File: src/rtl/mp_add_seq.sv
// Multi-precision add/subtract sequencer.
// A WORDS x 16-bit operand pair is pushed through one 16-bit ripple adder,
// least significant slice first, with the carry held in a register between
// slices. The result, the carry out and the signed overflow are returned
// behind a start/ready/done handshake.

// 16-bit ripple-carry adder: the single arithmetic resource the sequencer shares.
module fa16 (
    input  logic [15:0] A,
    input  logic [15:0] B,
    input  logic        Cin,
    output logic [15:0] S,
    output logic        Cout
);

    logic [16:0] w_c;

    assign w_c[0] = Cin;

    // One full adder per bit, carry chained from bit 0 upwards.
    for (genvar gi = 0; gi < 16; gi++) begin : g_bit
        assign S[gi]     = A[gi] ^ B[gi] ^ w_c[gi];
        assign w_c[gi+1] = (A[gi] & B[gi]) | (w_c[gi] & (A[gi] ^ B[gi]));
    end

    assign Cout = w_c[16];

endmodule

// Sequencer: latches both operands on an accepted start, then runs one
// slice per clock through fa16 and pulses done once the top slice is written.
//
// state  | meaning
// IDLE   | ready=1, waiting for start
// RUN    | one slice per clock through fa16, busy=1
// DONE   | done=1 for one cycle, result valid
module mp_add_seq #(
    parameter int WORDS = 4
) (
    input  logic                clk,
    input  logic                rst,
    input  logic                start,
    output logic                ready,
    input  logic                op_sub,
    input  logic                cin,
    input  logic [16*WORDS-1:0] a,
    input  logic [16*WORDS-1:0] b,
    output logic                busy,
    output logic                done,
    output logic [16*WORDS-1:0] sum,
    output logic                cout,
    output logic                ovf
);

    localparam int N  = 16 * WORDS;
    localparam int IW = $clog2(WORDS);

    typedef enum logic [1:0] {
        S_IDLE = 2'd0,
        S_RUN  = 2'd1,
        S_DONE = 2'd2
    } state_t;

    state_t          r_state;
    logic [IW-1:0]   r_idx;
    logic [N-1:0]    r_opa;
    logic [N-1:0]    r_opb;
    logic            r_carry;
    logic [N-1:0]    r_sum;
    logic            r_cout;
    logic            r_ovf;
    logic            r_ready;
    logic            r_busy;
    logic            r_done;

    logic [15:0]     w_a_slice;
    logic [15:0]     w_b_slice;
    logic [15:0]     w_s;
    logic            w_cout;
    logic            w_last;
    logic            w_ovf;

    // Slice select: the index is scaled by 16 by appending four zero bits.
    assign w_a_slice = r_opa[{r_idx, 4'b0000} +: 16];
    assign w_b_slice = r_opb[{r_idx, 4'b0000} +: 16];
    assign w_last    = (r_idx == IW'(WORDS - 1));

    // r_opb already holds ~b for subtract, so the usual same-sign rule applies.
    assign w_ovf = (r_opa[N-1] == r_opb[N-1]) && (w_s[15] != r_opa[N-1]);

    fa16 u_fa16 (
        .A    (w_a_slice),
        .B    (w_b_slice),
        .Cin  (r_carry),
        .S    (w_s),
        .Cout (w_cout)
    );

    // Handshake FSM, operand latches and slice-by-slice result accumulation.
    always_ff @(posedge clk or posedge rst) begin
        if (rst) begin
            r_state <= S_IDLE;
            r_idx   <= '0;
            r_opa   <= '0;
            r_opb   <= '0;
            r_carry <= 1'b0;
            r_sum   <= '0;
            r_cout  <= 1'b0;
            r_ovf   <= 1'b0;
            r_ready <= 1'b1;
            r_busy  <= 1'b0;
            r_done  <= 1'b0;
        end else begin
            case (r_state)
                S_IDLE: begin
                    if (start) begin
                        r_opa   <= a;
                        r_opb   <= op_sub ? ~b : b;
                        r_carry <= op_sub ? 1'b1 : cin;
                        r_idx   <= '0;
                        r_ready <= 1'b0;
                        r_busy  <= 1'b1;
                        r_state <= S_RUN;
                    end
                end
                S_RUN: begin
                    r_sum[{r_idx, 4'b0000} +: 16] <= w_s;
                    r_carry <= w_cout;
                    if (w_last) begin
                        r_idx   <= '0;
                        r_cout  <= w_cout;
                        r_ovf   <= w_ovf;
                        r_busy  <= 1'b0;
                        r_done  <= 1'b1;
                        r_state <= S_DONE;
                    end else begin
                        r_idx   <= r_idx + 1'b1;
                    end
                end
                S_DONE: begin
                    r_done  <= 1'b0;
                    r_ready <= 1'b1;
                    r_state <= S_IDLE;
                end
                default: begin
                    r_done  <= 1'b0;
                    r_busy  <= 1'b0;
                    r_ready <= 1'b1;
                    r_state <= S_IDLE;
                end
            endcase
        end
    end

    assign ready = r_ready;
    assign busy  = r_busy;
    assign done  = r_done;
    assign sum   = r_sum;
    assign cout  = r_cout;
    assign ovf   = r_ovf;

endmodule

File: config.mk
export PLATFORM = sky130hd
export DESIGN_NAME = mp_add_seq
export DESIGN_NICKNAME = d
export VERILOG_FILES = /design/src/rtl/mp_add_seq.sv
export SDC_FILE = /design/constraint.sdc
export NUM_CORES = 1
export LEC_CHECK = 0
export CAP_MARGIN = 20
export CORE_ASPECT_RATIO = 0.75
export CORE_MARGIN = 5
export CORE_UTILIZATION = 55
export CTS_CLUSTER_DIAMETER = 120
export DETAILED_ROUTE_END_ITERATION = 8
export PLACE_DENSITY = 0.95
export SETUP_SLACK_MARGIN = 0.2
export SKIP_LAST_GASP = 1
export SYNTH_ARGS = -nofsm -noshare
export SYNTH_HDL_FRONTEND = slang
export SYNTH_SLANG_ARGS = --single-unit
File: constraint.sdc
create_clock -name clk -period 18.26 [get_ports clk]
set_input_delay 2.739 -clock clk [delete_from_list [all_inputs] [get_ports clk]]
set_output_delay 2.739 -clock clk [all_outputs]
set_load 0.02 [all_outputs]
==> summary.txt <==
TritonRoute pass-1 iters - 7
Sw Ratio - 41.0%
CP top delay family - adder cells
Die X - 159 um
vias in the first global route - 7122
pre-CTS setup slack - 10.74 ns
final setup fails - 0
clock share of power - 16.9%
IO Count - 202
Critical R2R Launch - r_idx[1]$_DFFE_PP0P_
Startpoint Class - flip-flop
CP endpoint kind - flip-flop
Final period util - 41.7%
fin worst setup slack - 10.64 ns
gr usage total - 26.3%
Synth cell types - 31
most frequent cells in the layout - clkdlybuf4s50_1 (200), dfrtp_1 (199), nor2_1 (70), a21oi_1 (66), xnor2_1 (64)
Post-CTS Setup Inserts - 0
Synth Area in Adders - 4.30%
Worst EP required - 18.63 ns
fmax - 131 MHz
Crit-path slowest cell - dfrtp_2
Die Ht - 122 um
status - finished clean
power per standard cell area - 200 nW/um2
Lkg Pwr - 4.88 nW
Max-Cap Viols - 0
WL/cell - 23.5 um
Core Area - 16200 um2
clock buffer depth - 3
I/O Buffers - 201
fin. max-slew vios - 0
TNS Setup - 0 ns
Routed WL - 25.8 mm
post-route ant nets - 0
Syn Area/Cell - 13.3 um2
CTS buffer count - 20
Worst path most repeated cell - fa_1
layout cells sized above 1 - 15.6%
Syn Inst Count - 690
RePlAce Congestion - 0.876
initial antenna violation count - 0
Worst R2R Path Depth - 26
clk slew on worst S/H paths - 0.06 ns
synth-to-layout area growth - 29.8%
Setup CP Type - reg2reg
Slew @ Worst Pin - 1.08 ns
Hold Worst Slack - 0.486 ns
Via density - 6.00
internal power - 0.00141 W
commonest non-fill, non-tap cell in the layout - clkdlybuf4s50_1
WP depth - 26
Max H-tree Level - 1
Final Hold Fails - 0
hpwl dp - 18.1 mm
Peak supply drop - 0.109 mV
Max Fanout on Critical Path - 37
latest clock arrival within the worst-skew pair - 0.50 ns
clk sinks - 202
mux contribution to synthesized area - 15.9%
Synth Area in XOR/XNOR - 6.10%
Sw Pwr - 0.000977 W
Flop pwr share - 33.2%
share of synthesized registers carrying an async set or reset - 100%
nets - 1028
Post-synth top flop - dfrtp_1
largest net degree at the start of global routing - 114
first-pass GRT wire length - 40.0 mm
sequential area share after synthesis - 55.0%
CTS resizes - 0
Comb pwr share - 49.9%
#FFs+latches synth - 202
WP buf/inv - 6
CTS tree - done
Post-synth EDFFs - 0
Worst Setup EP - ovf$_DFFE_PP0P_
Inst Count DP - 1060
non-filler cells, final - 1097
Synth Cell Area - 9190 um2
Final Util - 73.5%
clock period minus worst slack - 7.62 ns
via total after detailed routing - 6583
worst setup path startpoint - r_idx[1]$_DFFE_PP0P_
worst rel slew slack - 28.1%
drt initial violations - 531
simple-gate share of the synthesized area - 4.59%
total global routing overflow - 0
RSZ-0062 raised after global routing - false
worst r2r dst - ovf$_DFFE_PP0P_
number of fill cells - 1027
Root Driver - clkbuf_16
Synthesized Nets - 845
main combinational cell family by area after synthesis - multiplexers
Initial Util - 56.7%
ant diodes - 0
row count - 40
Die ar. - 19400 um2
Layout Skew - 0.0164 ns
max incr delay on CP - 0.99 ns
R2R setup slack - 10.64 ns
drt drc - 0
post-synthesis compound-gate area fraction - 10.3%
Post-CTS Hold Fix Bufs - 0
crit path DAT - 7.99 ns
Worst Hold Class - reg2reg
Syn. warnings - 0
==> cell families (layout without fill, tap and decap cells) <==
group           count (synthesis)  count (layout)
flops                         202             202
compound gates                138             138
mux                            98              98
simple gates                   94              94
buf+inv                        72             269
xor+xnor                       64              64
fa+ha+maj                      22              22
==> worst min-delay path by stage <==
stage | from | to | slack (ns) | cells after the start
after floorplan | r_carry$_DFFE_PP0P_ | r_carry$_DFFE_PP0P_ | 0.45 | 2
after global placement | r_opa[36]$_DFFE_PP0P_ | r_opa[36]$_DFFE_PP0P_ | 0.46 | 1
after detailed placement | busy$_DFFE_PP0P_ | busy$_DFFE_PP0P_ | 0.47 | 1
after CTS | busy$_DFFE_PP0P_ | busy$_DFFE_PP0P_ | 0.49 | 1
after global routing | r_opa[53]$_DFFE_PP0P_ | r_opa[53]$_DFFE_PP0P_ | 0.52 | 1
final | busy$_DFFE_PP0P_ | busy$_DFFE_PP0P_ | 0.49 | 1
==> stage by stage <==
| step | total power, W | cell area, um2 |
|---|---|---|
| floorplan | 0.00151 | 9190 |
| global placement | 0.00187 | 11300 |
| detailed placement | 0.00195 | 11300 |
| CTS | 0.00238 | 11900 |
| global route | 0.00251 | 11900 |
| finish | 0.00238 | 11900 |
==> state kept, by name, summed over array words and instances (netlist names) <==
register,flops
busy,1
cout,1
done,1
ovf,1
r_carry,1
r_idx,2
r_opa,64
r_opb,64
r_state,2
ready,1
sum,64
==> routing by layer <==
metal  vias up  part of all wire (%)  GRT usage, %
li1       2800                     -             -
met1      3326                    39          33.8
met2       367                    47          42.7
met3        90                   9.6          7.81
met4         0                   4.1          9.96
met5         -                     0             0
==> Yosys cell counts (6+ instances only) <==
| cell type | number | share of area, % |
|---|---|---|
| dfrtp_1 | 201 | 55 |
| nor2_1 | 70 | 2.9 |
| a21oi_1 | 66 | 3.6 |
| xnor2_1 | 64 | 6.1 |
| mux2_2 | 60 | 7.4 |
| a22o_1 | 33 | 3.1 |
| buf_2 | 33 | 1.8 |
| mux4_2 | 32 | 7.8 |
| o2bb2ai_1 | 32 | 3.1 |
| inv_1 | 26 | 1.1 |
| fa_1 | 16 | 3.5 |
| buf_4 | 8 | 0.65 |
| ha_1 | 6 | 0.82 |
| mux2_1 | 6 | 0.74 |
==> power groups by stage <==
stage | combinational, W | sequential [W] | clock (W)
floorplan | 0.000732 | 0.000775 | 0
finish | 0.00119 | 0.000790 | 0.000404
detailed placement | 0.00117 | 0.000785 | 0
global placement | 0.00111 | 0.000768 | 0
global route | 0.00127 | 0.000806 | 0.000425
CTS | 0.00119 | 0.000785 | 0.000407
==> area by class of cell <==
type                       count  area (um2)  area share, %
sequential                   202        5060           42.4
clock inverter                 6        55.1          0.462
multi-input combinational    416        3790           31.8
tap                          210         263           2.20
inverter                      26         105          0.882
clock buffer                  30         579           4.86
timing repair buffer         207        2070           17.3
Note: power is estimated with default switching activity, not from simulation.
